## config.mk

```make
export PLATFORM = sky130hd
export DESIGN_NAME = bus_arbiter
export DESIGN_NICKNAME = d
export VERILOG_FILES = /design/src/rtl/bus_arbiter_pkg.sv /design/src/rtl/arb_id_fifo.sv /design/src/rtl/bus_arbiter.sv
export SDC_FILE = /design/constraint.sdc
export NUM_CORES = 1
export LEC_CHECK = 0
export BUFFER_PORTS_ARGS = -buffer_cell sky130_fd_sc_hd__buf_2
export CORE_AREA = 5 5 118 120
export CTS_BUF_LIST = sky130_fd_sc_hd__clkbuf_4
export DETAILED_ROUTE_END_ITERATION = 16
export DIE_AREA = 0 0 123 125
export HOLD_SLACK_MARGIN = 0.12
export PLACE_DENSITY = 0.48
export SLEW_MARGIN = 10
export SYNTH_ARGS = -nofsm -noshare
export SYNTH_HDL_FRONTEND = slang
export SYNTH_SLANG_ARGS = --single-unit
```

## constraint.sdc

```tcl
create_clock -name clk -period 5.37 [get_ports clk]
set_input_delay 0.8055 -clock clk [delete_from_list [all_inputs] [get_ports clk]]
set_output_delay 0.8055 -clock clk [all_outputs]
set_load 0.01 [all_outputs]
```

## src/rtl/bus_arbiter_pkg.sv

```systemverilog
// Shared core bus types: Avalon-MM request/response bundles and the
// master-ID encoding used by the ibus/dbus arbiter.
`timescale 1ns/1ps
package bus_arbiter_pkg;

   typedef struct packed {
      logic [31:0] address;
      logic        read;
      logic        write;
      logic [31:0] writedata;
      logic [3:0]  byteenable;
   } avalon_req_t;

   typedef struct packed {
      logic        waitrequest;
      logic [31:0] readdata;
      logic        readdatavalid;
   } avalon_resp_t;

   typedef enum logic {
      IBUS = 1'b0,
      DBUS = 1'b1
   } master_id_t;

endpackage

```

## src/rtl/arb_id_fifo.sv

```systemverilog
// In-order FIFO of 1-bit master IDs for reads awaiting readdatavalid.
// Ports: clk, rst (sync, active high), push/push_id, pop, head, full, empty.
`timescale 1ns/1ps
module arb_id_fifo #(
   parameter int DEPTH = 4
) (
   input  logic clk,
   input  logic rst,
   input  logic push,
   input  logic push_id,
   input  logic pop,
   output logic head,
   output logic full,
   output logic empty
);

   localparam int AW = (DEPTH > 1) ? $clog2(DEPTH) : 1;

   logic [DEPTH-1:0] ids;
   logic [AW-1:0]    wr_ptr;
   logic [AW-1:0]    rd_ptr;
   logic [AW:0]      count;
   logic             do_push;
   logic             do_pop;

   assign full    = (count == (AW+1)'(DEPTH));
   assign empty   = (count == '0);
   assign do_push = push & ~full;
   assign do_pop  = pop & ~empty;
   assign head    = ids[rd_ptr];

   // Storage needs no reset: entries are only read between push and pop.
   always_ff @(posedge clk) begin
      if (do_push) begin
         ids[wr_ptr] <= push_id;
      end
   end

   always_ff @(posedge clk) begin
      if (rst) begin
         wr_ptr <= '0;
         rd_ptr <= '0;
         count  <= '0;
      end else begin
         if (do_push) begin
            wr_ptr <= wr_ptr + AW'(1);
         end
         if (do_pop) begin
            rd_ptr <= rd_ptr + AW'(1);
         end
         unique case ({do_push, do_pop})
            2'b10:   count <= count + (AW+1)'(1);
            2'b01:   count <= count - (AW+1)'(1);
            default: count <= count;
         endcase
      end
   end

endmodule

```

## src/rtl/bus_arbiter.sv

```systemverilog
// Round-robin arbiter joining core ibus (master 0) and dbus (master 1)
// onto one Avalon-MM memory port; read responses are routed back in order.
// Ports: clk, rst (sync, active high); ibus/dbus req in, resp out;
// mem req out, resp in; arb_resp_error pulses on an orphan readdatavalid.
`timescale 1ns/1ps
module bus_arbiter
   import bus_arbiter_pkg::*;
#(
   parameter int OUTSTANDING = 4
) (
   input  logic         clk,
   input  logic         rst,
   input  avalon_req_t  ibus_avalon_req,
   output avalon_resp_t ibus_avalon_resp,
   input  avalon_req_t  dbus_avalon_req,
   output avalon_resp_t dbus_avalon_resp,
   output avalon_req_t  mem_avalon_req,
   input  avalon_resp_t mem_avalon_resp,
   output logic         arb_resp_error
);

   master_id_t last_grant;
   master_id_t gnt;
   master_id_t head_id;
   logic       gnt_valid;
   logic       ibus_ok;
   logic       dbus_ok;
   logic       accept;
   logic       push;
   logic       pop;
   logic       orphan;
   logic       id_full;
   logic       id_empty;
   logic       id_head;

   // A read cannot be issued while every ID slot is taken, so such a
   // master is dropped from arbitration; a write from the other one
   // can then still go through.
   assign ibus_ok = ibus_avalon_req.write |
                    (ibus_avalon_req.read & ~id_full);
   assign dbus_ok = dbus_avalon_req.write |
                    (dbus_avalon_req.read & ~id_full);

   always_comb begin
      gnt_valid = 1'b0;
      gnt       = IBUS;
      if (!rst) begin
         unique case (1'b1)
            (ibus_ok && dbus_ok): begin
               gnt_valid = 1'b1;
               gnt       = (last_grant == IBUS) ? DBUS : IBUS;
            end
            (ibus_ok && !dbus_ok): begin
               gnt_valid = 1'b1;
               gnt       = IBUS;
            end
            (!ibus_ok && dbus_ok): begin
               gnt_valid = 1'b1;
               gnt       = DBUS;
            end
            default: begin
               gnt_valid = 1'b0;
               gnt       = IBUS;
            end
         endcase
      end
   end

   always_comb begin
      mem_avalon_req = '0;
      if (gnt_valid) begin
         mem_avalon_req = (gnt == DBUS) ? dbus_avalon_req
                                        : ibus_avalon_req;
      end
   end

   assign accept = gnt_valid &
                   (mem_avalon_req.read | mem_avalon_req.write) &
                   ~mem_avalon_resp.waitrequest;
   assign push   = accept & mem_avalon_req.read;
   assign pop    = ~rst & mem_avalon_resp.readdatavalid & ~id_empty;
   assign orphan = ~rst & mem_avalon_resp.readdatavalid & id_empty;

   assign head_id = master_id_t'(id_head);

   always_comb begin
      ibus_avalon_resp             = '0;
      dbus_avalon_resp             = '0;
      ibus_avalon_resp.readdata    = mem_avalon_resp.readdata;
      dbus_avalon_resp.readdata    = mem_avalon_resp.readdata;
      ibus_avalon_resp.waitrequest = 1'b1;
      dbus_avalon_resp.waitrequest = 1'b1;
      if (gnt_valid && gnt == IBUS) begin
         ibus_avalon_resp.waitrequest = mem_avalon_resp.waitrequest;
      end
      if (gnt_valid && gnt == DBUS) begin
         dbus_avalon_resp.waitrequest = mem_avalon_resp.waitrequest;
      end
      ibus_avalon_resp.readdatavalid = pop & (head_id == IBUS);
      dbus_avalon_resp.readdatavalid = pop & (head_id == DBUS);
   end

   // Pointer moves only on acceptance so a stalled grant stays put.
   always_ff @(posedge clk) begin
      if (rst) begin
         last_grant     <= IBUS;
         arb_resp_error <= 1'b0;
      end else begin
         if (accept) begin
            last_grant <= gnt;
         end
         arb_resp_error <= orphan;
      end
   end

   arb_id_fifo #(
      .DEPTH (OUTSTANDING)
   ) u_id_fifo (
      .clk     (clk),
      .rst     (rst),
      .push    (push),
      .push_id (logic'(gnt)),
      .pop     (pop),
      .head    (id_head),
      .full    (id_full),
      .empty   (id_empty)
   );

endmodule

```

==> reports/qor.txt <==
setup tns final - 0 ns
post_cts resized - 0
synthesized netlist cell count - 224
worst min-delay path startpoint - u_id_fifo.wr_ptr[0]
total of max-cap violations - 0
Die Wd - 123 um
CP required - 4.56 ns
Core Region - 0.0129 sq mm
die area - 0.0154 sq mm
RSZ-0062 raised after global routing - no
TritonRoute pass-1 iters - 4
footprint of the multi-input gates - 0.00102 sq mm
Worst Path Buf+Inv - 2
first-pass GRT wire length - 13700 um
ANT nets after route - 0
port bufs - 218
number of I/O pins - 315
Setup CP Type - reg2out
Max Root-Sink Buffers - 2
Starting Density - 15.2%
worst skew pair latency - 0.29 ns
hold-fix buffers at CTS - 0
Slew headroom - 63.9%
Final HPWL DP - 8540 um
total track usage - 11.5%
HP Class - reg2reg
Placer Congestion - 0.971
synth unique cells - 35
starting DRC count in detailed routing - 78
pre-CTS setup slack - 1.55 ns
Final Hold Viols - 0
critical-path cell list - or3b_4 > a21oi_2 > o211a_2 > buf_4 > a22o_1 > buf_2
n_diodes - 0
final net count - 551
Clk pin slew, worst setup/hold paths - 0.09 ns
final wirelength - 9660 um
Mapped Area - 0.00195 sq mm
Final Max Tran Viols - 0
Die Y - 125 um
vias in the first global route - 2292
Rows - 42
Pwr per Cell Area - 151 mW/mm^2
period utilization - 71.3%
Leakage Power - 0.00148 uW
H-tree levels - 1
# fillers - 1444
initial antenna violation count - 0
sequential fraction of the synthesis area - 15.4%
Top delay family on crit path - compound AO/OA/AOI/OAI gates
crit path time final - 3.83 ns
residual DRC count - 0
Setup violations, final - 0
setup ws final - 1.54 ns
CP Launch Point - u_id_fifo.count[2]
placed inst area - 0.00269 sq mm
Root Driver - clkbuf_4
Post-Layout Inst Area - 0.00274 sq mm
Yosys reg bits - 13
Crit. End Element - primary output
outcome - completed
Post-CTS Setup Repair Bufs - 0
CP max stage delay - 0.57 ns
Max VDD drop - 52.9 uV
Syn Nets - 406
CP arrival - 3.02 ns
synthesis-to-finish area growth - 40.0%
vias per cell - 4.10
highest clock rate - 0.261 GHz
yosys warns - 0
total CTS buffers - 3
Sequential cell area - 300 sq um
most common cell after layout, fill and taps aside - buf_2
clk_skew - 0.0119 ns
TritonCTS clock tree - built
Synth Area per Inst - 8.72 sq um
Critical Path Start Type - register
worst-margin pin slew - 0.542 ns
most frequent cells in the layout - buf_2 (218), a22o_1 (70), dfxtp_1 (9)
DR WL/cell - 17.8 um
grt total ovfl - 0
Via Count - 2228
CTS Sinks - 13
reg2reg start - u_id_fifo.count[2]
CP max FO - 48
Slowest-stage cell, CP - o211a_2
largest net degree at the start of global routing - 49
share of layout cells above drive strength 1 - 63.0%
## report_power, final
group          switching [uW]  leakage [uW]  internal (uW)
clock                    35.9     0.0000184           33.9
combinational             119       0.00135            115
sequential               4.53      0.000110            106
## sequential cells by signal, summed over array words and instances, names as in the netlist
signal / flops
u_id_fifo.rd_ptr: 2
u_id_fifo.count: 3
u_id_fifo.ids: 4
arb_resp_error: 1
u_id_fifo.wr_ptr: 2
last_grant: 1
## metrics by stage
stage	std cells	hold WS [ns]	total power (uW)	util (%)
final	544	0.530	414	21.3
after global routing	544	0.563	440	21.3
after CTS	543	0.537	417	21.1
after detailed placement	539	0.500	349	20.9
after global placement	539	0.490	347	20.9
after floorplan	224	0.467	279	-
## final cells by class
type	instances	share of cell area, %
clock buffers	4	1.10
inverters	8	1.10
multi-input cells	122	37.4
flip-flops and latches	13	11.0
well taps	176	8.05
repair buffers	221	41.4
## cells in the mapped netlist
library cell  number  area share (%)
a2111oi_2          1            0.77
a211o_1            1            0.45
a211oi_4           1             1.0
a21o_4             1            0.77
a21oi_1            3            0.77
a21oi_2            1            0.45
a22o_1            70              31
a22oi_1            1            0.38
and2_1             5             1.6
and3_1             2            0.64
buf_1              1            0.19
buf_2              4             1.0
buf_4             64              25
buf_6              7             4.0
clkbuf_1           5            0.96
dfxtp_1            9             9.2
edfxtp_1           4             6.1
fa_1               1             1.0
ha_1               5             3.2
inv_1              8             1.5
mux4_2             1             1.2
nand2_1            4            0.77
nand2b_1           1            0.32
nand3_1            1            0.26
nor2_1             7             1.3
nor3_1             2            0.51
o2111a_1           1            0.58
o211a_1            1            0.51
o21ai_0            4             1.0
o31ai_1            1            0.38
or2_0              1            0.32
or3_1              1            0.32
or3b_4             1            0.58
xnor2_1            1            0.45
xor2_1             3             1.3
## worst min-delay path, cell delays in order, from the launching register on
cell     delay, ns
dfxtp_1       0.35
nand2_1       0.07
o21ai_0       0.07
## cells by family (layout without fill, tap and decap cells)
kind of cell / count (synthesis) / in the layout / share of synthesized area (%)
AOI/OAI and AO/OA: 86 / 86 / 38.5
DFF: 13 / 13 / 15.4
and+or+nand+nor: 25 / 25 / 6.66
adders and majority gates: 6 / 6 / 4.23
xor gates and xnor gates: 4 / 4 / 1.79
buffers and inverters: 89 / 233 / 32.3
muxes: 1 / 1 / 1.15
## routing by layer
metal  routed length [um]  vias to the layer above  part of all wire [%]  global-route usage (%)
met5                    0                        -                     0                       0
met4                   45                        0                  0.47                    1.37
met3                  848                        7                   8.8                    2.76
met2                 4930                      144                    51                    20.7
met1                 3830                     1023                    40                    14.1
li1                     -                     1054                     -                       -
## worst paths after layout
path                         endpoint  slack (ns)  cells past startpoint
hold reg to reg   u_id_fifo.wr_ptr[0]        0.53                      2
hold / removal    u_id_fifo.wr_ptr[0]        0.53                      2
setup reg to reg   u_id_fifo.count[2]        2.41                     11
setup / recovery   mem_avalon_req[54]        1.54                      6
Power figures use the tool's default switching activity.
